## src/rtl/sampler_word.sv

```systemverilog
// sampler_word: XORed ring-oscillator entropy sampler with optional von Neumann
// debiasing, repetition-count health test and MSB-first word packing.
// Words leave on a valid/ready handshake; sampling pauses while a word is held.

// Behavioural ring-oscillator stand-in: an LFSR stepped on every rising ctrl edge.
module ro_sim #(
  parameter logic [7:0] SEED = 8'h81
) (
  input  logic ctrl,
  input  logic rst_n,
  output logic ro_out
);

  logic [7:0] lfsr_q;

  // Step the LFSR on each ring "oscillation" edge
  always_ff @(posedge ctrl or negedge rst_n) begin
    if (!rst_n) lfsr_q <= SEED;
    else        lfsr_q <= {lfsr_q[6:0], lfsr_q[7] ^ lfsr_q[5] ^ lfsr_q[4] ^ lfsr_q[3]};
  end

  assign ro_out = lfsr_q[7];

endmodule

module sampler_word #(
  parameter int NUM_RINGS     = 14,
  parameter int WORD_WIDTH    = 32,
  parameter int SAMPLE_DIV    = 4,
  parameter int WARMUP_CYCLES = 64,
  parameter int RUN_LIMIT     = 32
) (
  input  logic                  clk,
  input  logic                  rst_n,
  input  logic                  enable,
  input  logic                  debias_en,
  input  logic                  test_en,
  input  logic                  test_bit,
  input  logic                  word_ready,
  output logic [WORD_WIDTH-1:0] word_data,
  output logic                  word_valid,
  output logic                  health_fail,
  output logic                  busy
);

  localparam int WW = (WARMUP_CYCLES > 1) ? $clog2(WARMUP_CYCLES) : 1;
  localparam int DW = (SAMPLE_DIV > 1) ? $clog2(SAMPLE_DIV) : 1;
  localparam int BW = $clog2(WORD_WIDTH);
  localparam int RW = $clog2(RUN_LIMIT + 1);

  localparam logic [WW-1:0] WARM_LAST = WW'((WARMUP_CYCLES > 0) ? WARMUP_CYCLES - 1 : 0);
  localparam logic [DW-1:0] DIV_LAST  = DW'(SAMPLE_DIV - 1);
  localparam logic [BW-1:0] BIT_LAST  = BW'(WORD_WIDTH - 1);
  localparam logic [RW-1:0] RUN_MAX   = RW'(RUN_LIMIT);

  typedef enum logic [2:0] {
    S_IDLE    = 3'd0,
    S_WARMUP  = 3'd1,
    S_COLLECT = 3'd2,
    S_HOLD    = 3'd3,
    S_FAIL    = 3'd4
  } state_t;

  state_t                  state_q, state_d;
  logic                    debias_q, debias_d;
  logic                    test_q, test_d;
  logic                    ring_en_q, ring_en_d;
  logic [WW-1:0]           warm_cnt_q, warm_cnt_d;
  logic [DW-1:0]           div_cnt_q, div_cnt_d;
  logic [BW-1:0]           bit_cnt_q, bit_cnt_d;
  logic [WORD_WIDTH-1:0]   sr_q, sr_d;
  logic                    pair_vld_q, pair_vld_d;
  logic                    pair_bit_q, pair_bit_d;
  logic [RW-1:0]           run_cnt_q, run_cnt_d;
  logic                    prev_q, prev_d;
  logic [WORD_WIDTH-1:0]   word_data_q, word_data_d;
  logic                    word_valid_q, word_valid_d;
  logic                    health_fail_q, health_fail_d;
  logic [1:0]              sync_q;

  logic                    strobe;
  logic                    acc_vld;
  logic                    acc_bit;
  logic                    trip;
  logic                    enter_collect;
  logic                    raw_s;
  logic                    raw_in;

  // ---------------- ring bank ----------------
  (* keep = "true" *) logic [NUM_RINGS-1:0] ring_ctrl;
  (* keep = "true" *) logic [NUM_RINGS-1:0] ring_out;
  (* keep = "true" *) logic                 ring_xor;

  for (genvar i = 0; i < NUM_RINGS; i++) begin : g_ring
    // Alternate clock phases so neighbouring rings do not step in lockstep
    if ((i % 2) == 0) begin : g_even
      assign ring_ctrl[i] = clk & ring_en_q;
    end else begin : g_odd
      assign ring_ctrl[i] = ~clk & ring_en_q;
    end
    ro_sim #(.SEED({1'b1, 7'(i)})) u_ro (
      .ctrl   (ring_ctrl[i]),
      .rst_n  (rst_n),
      .ro_out (ring_out[i])
    );
  end

  assign ring_xor = ^ring_out;
  assign raw_in   = test_q ? test_bit : ring_xor;
  assign raw_s    = sync_q[1];

  // Two-flop synchroniser for the asynchronous raw bit
  always_ff @(posedge clk or negedge rst_n) begin
    if (!rst_n) sync_q <= 2'b00;
    else        sync_q <= {sync_q[0], raw_in};
  end

  // Next-state, sampling, debias, health and packing logic
  always_comb begin
    state_d       = state_q;
    debias_d      = debias_q;
    test_d        = test_q;
    warm_cnt_d    = warm_cnt_q;
    div_cnt_d     = div_cnt_q;
    bit_cnt_d     = bit_cnt_q;
    sr_d          = sr_q;
    pair_vld_d    = pair_vld_q;
    pair_bit_d    = pair_bit_q;
    run_cnt_d     = run_cnt_q;
    prev_d        = prev_q;
    word_data_d   = word_data_q;
    word_valid_d  = word_valid_q;
    health_fail_d = health_fail_q;
    strobe        = 1'b0;
    acc_vld       = 1'b0;
    acc_bit       = 1'b0;
    trip          = 1'b0;
    enter_collect = 1'b0;

    case (state_q)
      S_IDLE: begin
        if (enable) begin
          debias_d      = debias_en;
          test_d        = test_en;
          health_fail_d = 1'b0;
          run_cnt_d     = '0;
          warm_cnt_d    = '0;
          if (WARMUP_CYCLES == 0) begin
            state_d       = S_COLLECT;
            enter_collect = 1'b1;
          end else begin
            state_d = S_WARMUP;
          end
        end
      end

      S_WARMUP: begin
        if (!enable) begin
          state_d = S_IDLE;
        end else if (warm_cnt_q == WARM_LAST) begin
          state_d       = S_COLLECT;
          enter_collect = 1'b1;
        end else begin
          warm_cnt_d = warm_cnt_q + WW'(1);
        end
      end

      S_COLLECT: begin
        if (!enable) begin
          state_d = S_IDLE;
        end else begin
          if (div_cnt_q == DIV_LAST) begin
            strobe    = 1'b1;
            div_cnt_d = '0;
          end else begin
            div_cnt_d = div_cnt_q + DW'(1);
          end

          if (strobe) begin
            // Repetition count on raw samples; zero means no previous sample yet
            prev_d = raw_s;
            if (run_cnt_q == '0 || raw_s != prev_q) begin
              run_cnt_d = RW'(1);
            end else if (run_cnt_q != RUN_MAX) begin
              run_cnt_d = run_cnt_q + RW'(1);
            end
            trip = (run_cnt_d == RUN_MAX);

            // Von Neumann: first of an unequal pair is the output bit
            if (debias_q) begin
              if (!pair_vld_q) begin
                pair_vld_d = 1'b1;
                pair_bit_d = raw_s;
              end else begin
                pair_vld_d = 1'b0;
                if (pair_bit_q != raw_s) begin
                  acc_vld = 1'b1;
                  acc_bit = pair_bit_q;
                end
              end
            end else begin
              acc_vld = 1'b1;
              acc_bit = raw_s;
            end

            // A health trip overrides word completion and drops the partial word
            if (trip) begin
              state_d       = S_FAIL;
              health_fail_d = 1'b1;
              bit_cnt_d     = '0;
              sr_d          = '0;
            end else if (acc_vld) begin
              if (bit_cnt_q == BIT_LAST) begin
                word_data_d  = {sr_q[WORD_WIDTH-2:0], acc_bit};
                word_valid_d = 1'b1;
                state_d      = S_HOLD;
                bit_cnt_d    = '0;
                sr_d         = '0;
              end else begin
                sr_d      = {sr_q[WORD_WIDTH-2:0], acc_bit};
                bit_cnt_d = bit_cnt_q + BW'(1);
              end
            end
          end
        end
      end

      S_HOLD: begin
        if (word_valid_q && word_ready) begin
          word_valid_d = 1'b0;
          if (enable) begin
            state_d       = S_COLLECT;
            enter_collect = 1'b1;
          end else begin
            state_d = S_IDLE;
          end
        end
      end

      S_FAIL: begin
        word_valid_d = 1'b0;
        if (!enable) state_d = S_IDLE;
      end

      default: begin
        state_d = S_IDLE;
      end
    endcase

    // Every COLLECT entry starts a fresh divider phase, pair and word
    if (enter_collect) begin
      div_cnt_d  = '0;
      pair_vld_d = 1'b0;
      bit_cnt_d  = '0;
      sr_d       = '0;
    end

    ring_en_d = ((state_d == S_WARMUP) || (state_d == S_COLLECT) || (state_d == S_HOLD)) && !test_d;
  end

  // State and datapath registers
  always_ff @(posedge clk or negedge rst_n) begin
    if (!rst_n) begin
      state_q       <= S_IDLE;
      debias_q      <= 1'b0;
      test_q        <= 1'b0;
      ring_en_q     <= 1'b0;
      warm_cnt_q    <= '0;
      div_cnt_q     <= '0;
      bit_cnt_q     <= '0;
      sr_q          <= '0;
      pair_vld_q    <= 1'b0;
      pair_bit_q    <= 1'b0;
      run_cnt_q     <= '0;
      prev_q        <= 1'b0;
      word_data_q   <= '0;
      word_valid_q  <= 1'b0;
      health_fail_q <= 1'b0;
    end else begin
      state_q       <= state_d;
      debias_q      <= debias_d;
      test_q        <= test_d;
      ring_en_q     <= ring_en_d;
      warm_cnt_q    <= warm_cnt_d;
      div_cnt_q     <= div_cnt_d;
      bit_cnt_q     <= bit_cnt_d;
      sr_q          <= sr_d;
      pair_vld_q    <= pair_vld_d;
      pair_bit_q    <= pair_bit_d;
      run_cnt_q     <= run_cnt_d;
      prev_q        <= prev_d;
      word_data_q   <= word_data_d;
      word_valid_q  <= word_valid_d;
      health_fail_q <= health_fail_d;
    end
  end

  assign word_data   = word_data_q;
  assign word_valid  = word_valid_q;
  assign health_fail = health_fail_q;
  assign busy        = (state_q != S_IDLE);

endmodule

```

## config.mk

```make
export PLATFORM = sky130hd
export DESIGN_NAME = sampler_word
export DESIGN_NICKNAME = d
export VERILOG_FILES = /design/src/rtl/sampler_word.sv
export SDC_FILE = /design/constraint.sdc
export NUM_CORES = 1
export LEC_CHECK = 0
export CORE_ASPECT_RATIO = 1.5
export CORE_MARGIN = 10
export CORE_UTILIZATION = 60
export DETAILED_ROUTE_END_ITERATION = 10
export PLACE_DENSITY = 0.8
export SKIP_LAST_GASP = 1
export SLEW_MARGIN = 20
export SYNTH_ARGS = -nofsm -noshare
export SYNTH_HDL_FRONTEND = slang
export SYNTH_HIERARCHICAL = 1
export SYNTH_SLANG_ARGS = --single-unit
```

## constraint.sdc

```tcl
create_clock -name clk -period 7.04 [get_ports clk]
set_clock_uncertainty 0.2 [all_clocks]
set_input_delay 1.76 -clock clk [delete_from_list [all_inputs] [get_ports clk]]
set_output_delay 1.76 -clock clk [all_outputs]
set_load 0.01 [all_outputs]
```

* After elaboration in Yosys (flattened, before gate mapping)
Cells that the tools add are included.
** Operators by class
- Add/subtract/negate cells :: 4
- Equal/unequal tests :: 24
- Mux-type cells :: 80
- Bitwise logic cells :: 47
- Reductions and logical operators :: 29
** Operators with widths (number)
- 31-bit 2-to-1 mux :: 7
- 6-bit 2-to-1 mux :: 10
- 1-bit bitwise XOR :: 42
- 1-bit 2-to-1 mux :: 35
- 5-bit 2-to-1 mux :: 7
- 3-bit 2-to-1 mux :: 10
- 6-bit one-hot mux with 2 select lines :: 2
- 2-bit != test, second input constant :: 10
- 4-bit AND reduction :: 4
- 3-bit one-hot mux with 5 select lines :: 1
- 14-bit parity :: 1
- 6-bit by 1-bit adder with 6-bit output, second input constant :: 2
- 3-bit by 2-bit == test with 1-bit output, second input constant :: 4
- 6-bit == test, second input constant :: 2
- 2-bit nonzero test :: 6
- 2-bit 2-to-1 mux :: 5
- 5-bit AND reduction :: 2
- 3-bit nonzero test :: 3
- 7-bit AND reduction :: 1
- 3-bit by 1-bit == test with 1-bit output, second input constant :: 2
- 6-bit logical NOT :: 1
- 6-bit != test, second input constant :: 1
- 6-bit AND reduction :: 1
- 5-bit by 1-bit adder with 5-bit output, second input constant :: 1
- 15 further kinds :: 24
** Storage, ports and cells
- Register bits after elaboration :: 207
- Bits of input ports :: 7
- Output and inout port bits :: 35

* Longest topological paths before layout
Gate-level depths: netlist (run 1).
- Depth after elaboration :: 16
- Depth in mapped cells :: 10

* By module
The synthesis (run 1) kept the hierarchy.
** Modules (own cells, without submodules)
- sampler_word :: times used 1, cells an instance 366, area each 4461.8 um^2, sequential area each 2377.3 um^2
- ro_sim at g_ring[10].u_ro ... :: times used 6, cells an instance 11, area each 230.2 um^2, sequential area each 203.9 um^2
- ro_sim at g_ring[1].u_ro ... :: times used 4, cells an instance 11, area each 229.0 um^2, sequential area each 202.7 um^2
- ro_sim at g_ring[11].u_ro ... :: times used 3, cells an instance 11, area each 231.5 um^2, sequential area each 205.2 um^2
- ro_sim at g_ring[0].u_ro :: times used 1, cells an instance 11, area each 227.7 um^2, sequential area each 201.4 um^2

==> results, run 1 <==
- The number of standard-cell rows in the floorplan is 50.
- The pin count of the biggest net entering global routing is 99.
- The total number of nets in the final design is around 600.
- The worst register-to-register path ends at sync_q[0].
- In this run the static leakage power is roughly 4.3 nW.
- The number of buffers inserted by port buffering is 41.
- Leaving out fill and tap cells, the most frequent cell in the layout is sky130_fd_sc_hd__dfrtp_1.
- The total routing resource utilization after global routing is about 18%.
- The chip width is about 110 um.
- The reg-to-reg setup timing slack is between 1.5 and 2 ns.
- The run finished with clean final reports.
- The post-detailed-route wirelength per cell is ~19 um.
- The via count of the first global-routing pass is between 4000 and 5000.
- The logic depth of the worst register-to-register path is 5.
- The later pin in the worst-skew pair is clocked with a latency of just over 0.8 ns.
- For this design, the CTS-stage hold fixing added 6 buffers.
- The first routing iteration left 146 violations.
- TritonCTS built the clock tree.
- The number of antenna diodes is 0.
- The mean number of vias per cell is 5.619.
- The peak supply drop is between 0.1 and 0.15 mV.
- The synthesized netlist net count is about 520.
- The effective utilization at floorplan is 60.97%.
- After clock tree synthesis, the clock-pin slew on the worst setup and hold paths is about 0.07 ns.
- The final count of pins violating max slew came to 0.
- The hold violation count in the final report is 0.
- The worst hold path begins at g_ring[8].u_ro/lfsr_q[6].
- Per report_power, the combinational group accounts for ~6.7% of the total.
- After clock tree synthesis, the repair step resized 0 gates.
- Adding up every negative setup slack in the final design gives 0 ns.
- Power spread over the standard cell area amounts to just over 200 nW/um^2.
- Measured along the y axis, the die boundary spans 157.8 um.
- The most critical setup path has its endpoint at sync_q[0].
- The core outline area is ~12000 sq um.
- The finished layout holds between 700 and 800 standard cells, fillers aside.
- In this run the power spent charging and discharging nets is about 0.42 mW.
- Once the clock tree was built, the setup fixing pass inserted 0 buffers.
- STA classifies the critical path startpoint as a flip-flop.
- The startpoint identified for the worst register-to-register timing path is g_ring[9].u_ro/lfsr_q[7].
- The arrival time at the worst endpoint is 5.89 ns.
- The sequential group share of total power is 45.1%.
- The maximum fanout encountered on the critical timing path is 2.
- In the routed design, unresolved DRC markers number 0.
- Leaving out fill and tap cells, the most frequent cells in the layout are sky130_fd_sc_hd__dfrtp_1 (168), sky130_fd_sc_hd__xnor2_1 (42), sky130_fd_sc_hd__clkdlybuf4s50_1 (40).
- The internal portion of the total power is 1.413 mW.
- The area of the die is between 15000 and 20000 sq um.
- In this run the mean area of a mapped cell was between 10 and 15 sq um.
- The cell count after synthesis came out at between 500 and 600.
- Setup repair after global routing left no endpoint under its margin.
- between 40 and 50 I/O pins were placed.
- At the pin with the least slew margin, the transition time is 1.075 ns.
- The data required time of the critical path is between 7 and 8 ns.
- Summed over all layers, the global routing overflow is 0.
- The total vias in the final route is approximately 4100.
- The worst pin sits at a relative slew slack of between 20 and 30%.
- Detailed placement ended at an HPWL of between 8 and 9 mm.
- The switching share of total power is between 20% and 30%.
- Once layout is complete, the utilization of the core stands at approximately 70%.
- The Yosys warning count is 6.
- The number of antenna violations at the first check in global routing came to 0.
- The clock network fraction of design power is between 40% and 50%.
- The detailed-router iteration count before antenna repair is 4.
- The cell area after technology mapping is between 7000 and 8000 sq um.
- The signed area change from the synthesized netlist to the final layout is 17.93%.
- The endpoint type of the worst setup path is a flip-flop.
- The number of placed instances, taps included is roughly 700.
- The worst setup path is of the reg -> reg kind.
- In this run the worst hold path is classified as reg -> reg.
- Routability-driven placement finished with a final weighted congestion of ~0.80.
- The antenna violation net count after detailed routing is 0.
- The launch point of the worst path is g_ring[9].u_ro/lfsr_q[7].
- The number of violations of the max-capacitance limit is 0.
- The final wirelength is roughly 14 mm.
- Setup violations remaining at the end of the flow were counted as 0.
- Of the cells placed in the final design, the portion with a size suffix greater than 1 is around 20%.
- The first global-routing pass estimated around 24 mm of wire.
- Across all hold checks on the routed design, the worst slack comes to 0.1464 ns.
## metrics by stage
| stage | area, sq um | power (mW) | setup WS [ns] |
|---|---|---|---|
| floorplan | 7591 | 0.9285 | 1.688 |
| global placement | 8094 | 0.9737 | 1.003 |
| detailed placement | 8094 | 0.9813 | 0.9504 |
| CTS | 8952 | 1.852 | 1.500 |
| global route | 8952 | 1.909 | 1.441 |
| finish | 8952 | 1.838 | 1.544 |
## critical path: stages (launching register included)
cell and delay (ns):
sky130_fd_sc_hd__dfstp_2 0.55, sky130_fd_sc_hd__xor2_1 0.19, sky130_fd_sc_hd__xnor2_1 0.14, sky130_fd_sc_hd__xnor2_1 0.28, sky130_fd_sc_hd__xnor2_1 0.12, sky130_fd_sc_hd__mux2_2 0.27
## power groups by stage
stage	clock network [mW]	registers [mW]	logic (mW)
6_report	0.886	0.829	0.124
5_1_grt	0.938	0.832	0.139
4_1_cts	0.900	0.829	0.123
3_5_place_dp	0.0388	0.840	0.102
3_3_place_gp	0.0388	0.837	0.0976
2_1_floorplan	0.0388	0.829	0.0605
## layer usage
metal	GRT usage [%]	vias up	wire, um
met5	0	-	0
met4	12.52	0	572
met3	4.394	44	603
met2	29.19	100	7398
met1	19.33	2129	5730
li1	-	1868	-
## flip-flops by register name, summed over array words and instances (netlist names)
register	flops
word_data	32
state_q	3
sync_q	2
warm_cnt_q	6
pair_bit_q	1
bit_cnt_q	5
prev_q	1
debias_q	1
word_valid	1
run_cnt_q	6
g_ring.u_ro/lfsr_q	112
ring_en_q	1
sr_q	31
div_cnt_q	2
pair_vld_q	1
test_q	1
health_fail	1
## final cells by class
class	count	area, sq um
Sequential cell	207	5229
Fill cell	784	3497
Multi-Input combinational cell	277	2203
Clock buffer	31	668.1
Timing Repair Buffer	50	496.7
Tap cell	156	195.2
Clock inverter	8	130.1
Inverter	8	30.03
## worst min path at each step
stage	to	cells after the start
final	g_ring[8].u_ro/lfsr_q[7]	0
after global routing	g_ring[8].u_ro/lfsr_q[7]	0
after CTS	g_ring[12].u_ro/lfsr_q[1]	0
after detailed placement	clock gate	0
after global placement	clock gate	0
after floorplan	clock gate	0
Note: power is estimated with default switching activity, not from simulation.
==> run 2: changes to the inputs <==
--- a/config.mk
+++ b/config.mk
@@ -7,9 +7,9 @@
 export LEC_CHECK = 0
 export CORE_ASPECT_RATIO = 1.5
 export CORE_MARGIN = 10
-export CORE_UTILIZATION = 60
+export CORE_UTILIZATION = 59
 export DETAILED_ROUTE_END_ITERATION = 10
-export PLACE_DENSITY = 0.8
+export PLACE_DENSITY = 0.79
 export SKIP_LAST_GASP = 1
 export SLEW_MARGIN = 20
 export SYNTH_ARGS = -nofsm -noshare
==> constraint.sdc (replaced) <==
create_clock -name clk -period 5.6 [get_ports clk]
set_clock_uncertainty 0.2 [all_clocks]
set_input_delay 1.4 -clock clk [delete_from_list [all_inputs] [get_ports clk]]
set_output_delay 1.4 -clock clk [all_outputs]
set_load 0.01 [all_outputs]
==> run 2 against run 1 <==
Against the previous run: non-clock buffer count grew 1; die area increased by 1.4%; global-route usage is 1.8 points lower; total power increased by 26%; combinational power grew 12%; sequential power grew 25%; critical path depth stayed put; core utilization fell by 0.58 points; critical path type unchanged; critical endpoint unchanged; largest power group unchanged; highest routed layer unchanged.
==> results, run 2 (synthesized netlist as in run 1, its figures left out) <==
- The peak supply drop came to 0.1465 mV (was 0.1256 mV).
- The number of flip-flops in the largest register is 112 (unchanged).
- The number of standard-cell rows in the floorplan is 50 (unchanged).
- The final wirelength is 13.40 mm (was 14.31 mm).
- The largest register by flop count is g_ring.u_ro/lfsr_q (unchanged).
- The via count of the first global-routing pass was 4483 (was 4650).
- The endpoint type of the worst setup path is a flip-flop (unchanged).
- The number of antenna violations at the first check in global routing is 0 (unchanged).
- The I/O pin total came to 42 (unchanged).
- The logic depth of the worst register-to-register path is 5 (unchanged).
- The TritonCTS clock tree is done (unchanged).
- The leading cell type in the layout, fill and taps excluded is sky130_fd_sc_hd__dfrtp_1 (unchanged).
- The clock latency of the later-clocked register in the worst-skew pair is 0.83 ns (was 0.81 ns).
- The hold-critical path depth is 4 (was 0).
- The total vias in the final route is 4126 (was 4141).
- The effective utilization at floorplan came to 60.37% (was 60.97%).
- The class of the tightest hold or removal check is reg -> gate (was reg -> reg).
- The final routed DRC violation total is 0 (unchanged).
- The sequential group share of total power was 44.8% (was 45.1%).
- The nature of the critical path startpoint is a flip-flop (unchanged).
- The clock network fraction of design power is 49.2% (was 48.2%).
- The total routing resource utilization after global routing is 15.73% (was 17.57%).
- Status: finished, final reports clean (unchanged).
- The iteration-0 DRC count of the detailed router is 175 (was 146).
- The number of antenna diodes was 0 (unchanged).
- The floorplan die height was 158.9 um (was 157.8 um).
- The final hold slack is 0.02385 ns (was 0.1464 ns).
- The placed wire-length estimate after detailed placement is 8.309 mm (was 8.583 mm).
- The remaining global-route overflow is 0 (unchanged).
- The final-report setup violation count was 0 (unchanged).
- The proportion of layout cells with a drive suffix above 1 is 21.00% (was 20.31%).
- The worst slew margin relative to its limit is 35.65% (was 28.35%).
- The core outline area was 12570 sq um (was 12450 sq um).
- The final count of pins violating max slew is 0 (unchanged).
- The type of the setup path with the least slack was reg -> reg (unchanged).
- The transition time at the pin with the least slew margin is 0.9653 ns (was 1.075 ns).
- The mean number of vias per cell is 5.598 (was 5.619).
- The detailed-router iteration count before antenna repair is 4 (unchanged).
- Commonest cells after routing, fill and taps aside: sky130_fd_sc_hd__dfrtp_1 (168), sky130_fd_sc_hd__xnor2_1 (42), sky130_fd_sc_hd__clkdlybuf4s50_1 (40) (unchanged).
- The post-detailed-route wirelength per cell is 18.18 um (was 19.41 um).
- The share of power burned in combinational logic is 6.0% (was 6.7%).
- Setup repair after global routing missed its margin: no (unchanged).
- The internal power was 1.798 mW (was 1.413 mW).
- The global placement routability congestion came to 0.7973 (was 0.7979).
- The post-CTS clock slew at the launch and capture registers of the worst setup and hold paths came to 0.06 ns (was 0.07 ns).
- The power per cell area is 258.5 nW/um^2 (was 205.3 nW/um^2).
- The maximum fanout encountered on the critical timing path is 2 (unchanged).
- The cell leakage power is 4.274 nW (was 4.273 nW).
- The total chip power is 2.318 mW (was 1.838 mW).
- The signed area change from the synthesized netlist to the final layout is 18.16% (was 17.93%).
- The total number of nets in the final design is 584 (was 583).
- The capture point of the worst reg-to-reg path is sync_q[0] (unchanged).
- The data required time of the critical path is 5.97 ns (was 7.43 ns).
- The switching share of total power was 22.43% (was 23.12%).
- The antenna violation net count after detailed routing is 0 (unchanged).
- The pin count of the biggest net entering global routing is 78 (was 99).
- The final non-filler cell area is 8970 sq um (was 8952 sq um).
- The number of violations of the max-capacitance limit is 0 (unchanged).
- The area of the die is 17900 sq um (was 17640 sq um).
- The reg-to-reg setup timing slack is 0.74 ns (was 1.54 ns).
- The hold violation count in the final report is 0 (unchanged).
- The beginning of the worst hold path was ring_en_q (was g_ring[8].u_ro/lfsr_q[6]).
- The number of buffers inserted by port buffering is 41 (unchanged).
- The instance area after placement is 8117 sq um (was 8094 sq um).
- The switching power is 0.5199 mW (was 0.4249 mW).
- The startpoint of the worst-slack reg-to-reg timing path is g_ring[9].u_ro/lfsr_q[7] (unchanged).
- The buffers inserted during post-CTS setup optimization is 0 (unchanged).
- The chip width is 112.6 um (was 111.8 um).
- The wire length of the first global-routing pass is 23.02 mm (was 24.27 mm).
- The post-route setup TNS is 0 ns (unchanged).
- The arrival time at the worst endpoint was 5.23 ns (was 5.89 ns).
-- run 2: changes by cell type in the layout (fill, tap and decap cells not counted) --
cell and change:
sky130_fd_sc_hd__clkbuf_8 -2, sky130_fd_sc_hd__clkbuf_1 -2, sky130_fd_sc_hd__bufinv_16 +1, sky130_fd_sc_hd__clkinvlp_4 +3, sky130_fd_sc_hd__clkinv_2 -1, sky130_fd_sc_hd__inv_8 +1
sky130_fd_sc_hd__inv_6 -1, sky130_fd_sc_hd__buf_4 +3, sky130_fd_sc_hd__dlygate4sd3_1 -2
-- run 2: layer usage --
layer / GRT usage (%) / vias to the layer above / share of wire (%)
met5: 0 / - / 0
met4: 9.433 / 0 / 2.6
met3: 3.578 / 28 / 3.5
met2: 24.37 / 78 / 52
met1: 19.57 / 2150 / 42
li1: - / 1870 / -
-- run 2: final cells by class --
class	count	area, sq um
Clock inverter	11	180.2
Clock buffer	27	633.1
Multi-Input combinational cell	277	2203
Tap cell	156	195.2
Sequential cell	207	5229
Inverter	8	30.03
Fill cell	806	3605
Timing Repair Buffer	51	499.2
-- run 2: metrics by stage --
step                      utilization (%)  setup WS [ns]  cells
after global placement              64.55         0.7950    695
after CTS                           71.33         0.7227    737
after global routing                71.33         0.5907    737
after floorplan                         -          1.187    508
final                               71.33         0.7379    737
after detailed placement            64.55         0.7686    695
-- run 2: what timing repair did --
item / 4_1_cts / 5_1_grt
hold buffers: 4 / 0
gates resized for setup: 0 / 0
endpoints found under the hold margin: 1 / 0
-- run 2: power groups by stage --
stage | Combinational, mW | Clock (mW) | Sequential (mW)
floorplan | 0.0761 | 0.0488 | 1.04
global placement | 0.124 | 0.0488 | 1.05
detailed placement | 0.127 | 0.0488 | 1.06
CTS | 0.141 | 1.16 | 1.04
global route | 0.156 | 1.20 | 1.04
finish | 0.139 | 1.14 | 1.04
-- run 2: worst max path at each step --
stage,startpoint,to
finish,g_ring[9].u_ro/lfsr_q[7],sync_q[0]
global placement,rst_n,g_ring[13].u_ro/lfsr_q[7]
detailed placement,rst_n,g_ring[13].u_ro/lfsr_q[6]
CTS,g_ring[9].u_ro/lfsr_q[7],sync_q[0]
floorplan,g_ring[9].u_ro/lfsr_q[7],sync_q[0]
global route,g_ring[9].u_ro/lfsr_q[7],sync_q[0]
-- run 2: critical path, cell delays in order (launching register included) --
cell                      delay, ns
sky130_fd_sc_hd__dfstp_2       0.55
sky130_fd_sc_hd__xor2_1        0.19
sky130_fd_sc_hd__xnor2_1       0.13
sky130_fd_sc_hd__xnor2_1       0.33
sky130_fd_sc_hd__xnor2_1       0.12
sky130_fd_sc_hd__mux2_2        0.28
==> run 3: changes to the inputs <==
==> constraint.sdc (replaced) <==
create_clock -name clk -period 5.53 [get_ports clk]
set_clock_uncertainty 0.2 [all_clocks]
set_input_delay 1.3825 -clock clk [delete_from_list [all_inputs] [get_ports clk]]
set_output_delay 1.3825 -clock clk [all_outputs]
set_load 0.01 [all_outputs]
==> run 3 against run 2 <==
Against the previous run: via count is 0.97% lower; register-to-register slack gained 0.10 ns; core utilization decreased by 0.70 points; setup slack gained 0.10 ns; critical path depth is the same; final cell count up 0.14%; clock power is 11% lower.
==> results, run 3 (synthesized netlist as in run 1, its figures left out) <==
- The peak supply drop is 0.1628 mV (was 0.1465 mV).
- Commonest cells after routing, fill and taps aside: sky130_fd_sc_hd__dfrtp_1 (168), sky130_fd_sc_hd__xnor2_1 (42), sky130_fd_sc_hd__clkdlybuf4s50_1 (40) (unchanged).
- The final hold slack came to 0.1497 ns (was 0.02385 ns).
- The mean number of vias per cell was 5.537 (was 5.598).
- The setup slack of the critical path after layout is 0.8404 ns (was 0.7379 ns).
- The hold violation count in the final report is 0 (unchanged).
- The final count of pins violating max slew is 0 (unchanged).
- The total chip power was 2.212 mW (was 2.318 mW).
- The class of the tightest hold or removal check is reg -> reg (was reg -> gate).
- The core utilization of the finished layout was 70.64% (was 71.33%).
- The floorplan die height was 158.9 um (unchanged).
- The signed area change from the synthesized netlist to the final layout is 17.01% (was 18.16%).
- The reg-to-reg setup timing slack is 0.84 ns (was 0.74 ns).
- The cell leakage power is 4.235 nW (was 4.274 nW).
- The post-detailed-route wirelength per cell is 17.35 um (was 18.18 um).
- The detailed-router iteration count before antenna repair is 4 (unchanged).
- The proportion of layout cells with a drive suffix above 1 is 20.96% (was 21.00%).
- The core outline area is 12570 sq um (unchanged).
- The worst slew margin relative to its limit came to 35.00% (was 35.65%).
- The chip width was 112.6 um (unchanged).
- The TritonCTS clock tree is done (unchanged).
- The data required time of the critical path is 5.79 ns (was 5.97 ns).
- The count of cells resized by post-cts repair is 0 (unchanged).
- The global placement routability congestion came to 0.7969 (was 0.7973).
- The pin count of the biggest net entering global routing is 78 (unchanged).
- The pre-CTS setup slack was 0.7570 ns (was 0.7686 ns).
- The type of the setup path with the least slack is reg -> reg (unchanged).
- The startpoint of the worst-slack reg-to-reg timing path is g_ring[5].u_ro/lfsr_q[7] (was g_ring[9].u_ro/lfsr_q[7]).
- The post-route setup TNS is 0 ns (unchanged).
- The total number of nets in the final design is 584 (unchanged).
- The layout filler cell count was 801 (was 806).
- The leading cell type in the layout, fill and taps excluded is sky130_fd_sc_hd__dfrtp_1 (unchanged).
- The share of power burned in combinational logic is 6.5% (was 6.0%).
- The remaining global-route overflow is 0 (unchanged).
- The final wirelength came to 12.81 mm (was 13.40 mm).
- The power per cell area is 249.0 nW/um^2 (was 258.5 nW/um^2).
- The number of flip-flops in the largest register is 112 (unchanged).
- The post-CTS clock slew at the launch and capture registers of the worst setup and hold paths came to 0.07 ns (was 0.06 ns).
- The beginning of the worst hold path is g_ring[0].u_ro/lfsr_q[2] (was ring_en_q).
- Status: finished, final reports clean (unchanged).
- The via count of the first global-routing pass was 4470 (was 4483).
- The arrival time at the worst endpoint is 4.95 ns (was 5.23 ns).
- The internal power is 1.690 mW (was 1.798 mW).
- The antenna violation net count after detailed routing came to 0 (unchanged).
- The number of standard-cell rows in the floorplan is 50 (unchanged).
- The number of buffers inserted by port buffering is 41 (unchanged).
- The placed wire-length estimate after detailed placement is 8.231 mm (was 8.309 mm).
- The endpoint type of the worst setup path was a flip-flop (unchanged).
- The sequential group share of total power came to 47.6% (was 44.8%).
- The total vias in the final route is 4086 (was 4126).
- The maximum fanout encountered on the critical timing path is 2 (unchanged).
- The number of violations of the max-capacitance limit is 0 (unchanged).
- The largest register by flop count is g_ring.u_ro/lfsr_q (unchanged).
- The switching share of total power is 23.61% (was 22.43%).
- The total routing resource utilization after global routing is 15.12% (was 15.73%).
- The final routed DRC violation total is 0 (unchanged).
- The number of antenna violations at the first check in global routing is 0 (unchanged).
- The wire length of the first global-routing pass was 22.47 mm (was 23.02 mm).
- The number of antenna diodes was 0 (unchanged).
- The clock network fraction of design power is 45.9% (was 49.2%).
- The launch point of the worst path is g_ring[5].u_ro/lfsr_q[7] (was g_ring[9].u_ro/lfsr_q[7]).
- The I/O pin total was 42 (unchanged).
- Setup repair after global routing missed its margin: no (unchanged).
- The clock latency of the later-clocked register in the worst-skew pair came to 0.79 ns (was 0.83 ns).
- The effective utilization at floorplan is 60.37% (unchanged).
- The area of the die is 17900 sq um (unchanged).
- The nature of the critical path startpoint is a flip-flop (unchanged).
- The iteration-0 DRC count of the detailed router is 182 (was 175).
- The switching power was 0.5222 mW (was 0.5199 mW).
- The transition time at the pin with the least slew margin is 0.9749 ns (was 0.9653 ns).
- The final-report setup violation count was 0 (unchanged).
[run 3: layer usage]
layer  vias to the layer above  track usage [%]  share of wire [%]
li1                       1874                -                  -
met3                        25            3.390                4.0
met2                        94            23.59                 50
met5                         -                0                  0
met1                      2093            18.97                 43
met4                         0            8.449                2.7
[run 3: power by group through the flow]
| stage | Sequential (mW) | Combinational, mW | Clock [mW] |
|---|---|---|---|
| floorplan | 1.06 | 0.0771 | 0.0494 |
| global placement | 1.07 | 0.126 | 0.0494 |
| detailed placement | 1.07 | 0.130 | 0.0494 |
| CTS | 1.05 | 0.147 | 1.04 |
| global route | 1.06 | 0.165 | 1.07 |
| finish | 1.05 | 0.144 | 1.02 |
[run 3: final timing paths]
kind	endpoint	depth (start not counted)
hold reg to reg	g_ring[0].u_ro/lfsr_q[3]	0
max in group asynchronous	g_ring[13].u_ro/lfsr_q[0]	1
setup / recovery	sync_q[0]	5
setup reg to reg	sync_q[0]	5
min in group asynchronous	g_ring[2].u_ro/lfsr_q[0]	1
min in group gated	clock gate	5
hold / removal	g_ring[0].u_ro/lfsr_q[3]	0
max in group gated	clock gate	5
[run 3: timing repair]
action	in CTS	in global routing
endpoints found under the setup margin	0	0
hold buffers	5	0
buffers inserted	0	0
endpoints found under the hold margin	1	0
[run 3: layout make-up]
class	instances	area, sq um	area share (%)
Sequential cell	207	5229	58.87
Multi-Input combinational cell	277	2203	24.81
Clock buffer	28	635.6	7.156
Timing Repair Buffer	52	509.2	5.733
Tap cell	156	195.2	2.197
Clock inverter	10	80.08	0.9015
Inverter	8	30.03	0.3381
[run 3: worst max-delay path, cell delays in order, from the launching register on]
cell and delay [ns]:
sky130_fd_sc_hd__dfstp_2 0.55, sky130_fd_sc_hd__xnor2_1 0.13, sky130_fd_sc_hd__xnor2_1 0.17, sky130_fd_sc_hd__xnor2_1 0.17, sky130_fd_sc_hd__xnor2_1 0.10, sky130_fd_sc_hd__mux2_2 0.26
[run 3: metrics by stage]
| stage | instances | area, sq um |
|---|---|---|
| 5_1_grt | 738 | 8882 |
| 6_report | 738 | 8882 |
| 3_5_place_dp | 695 | 8117 |
| 4_1_cts | 738 | 8882 |
| 3_3_place_gp | 695 | 8117 |
| 2_1_floorplan | 508 | 7591 |
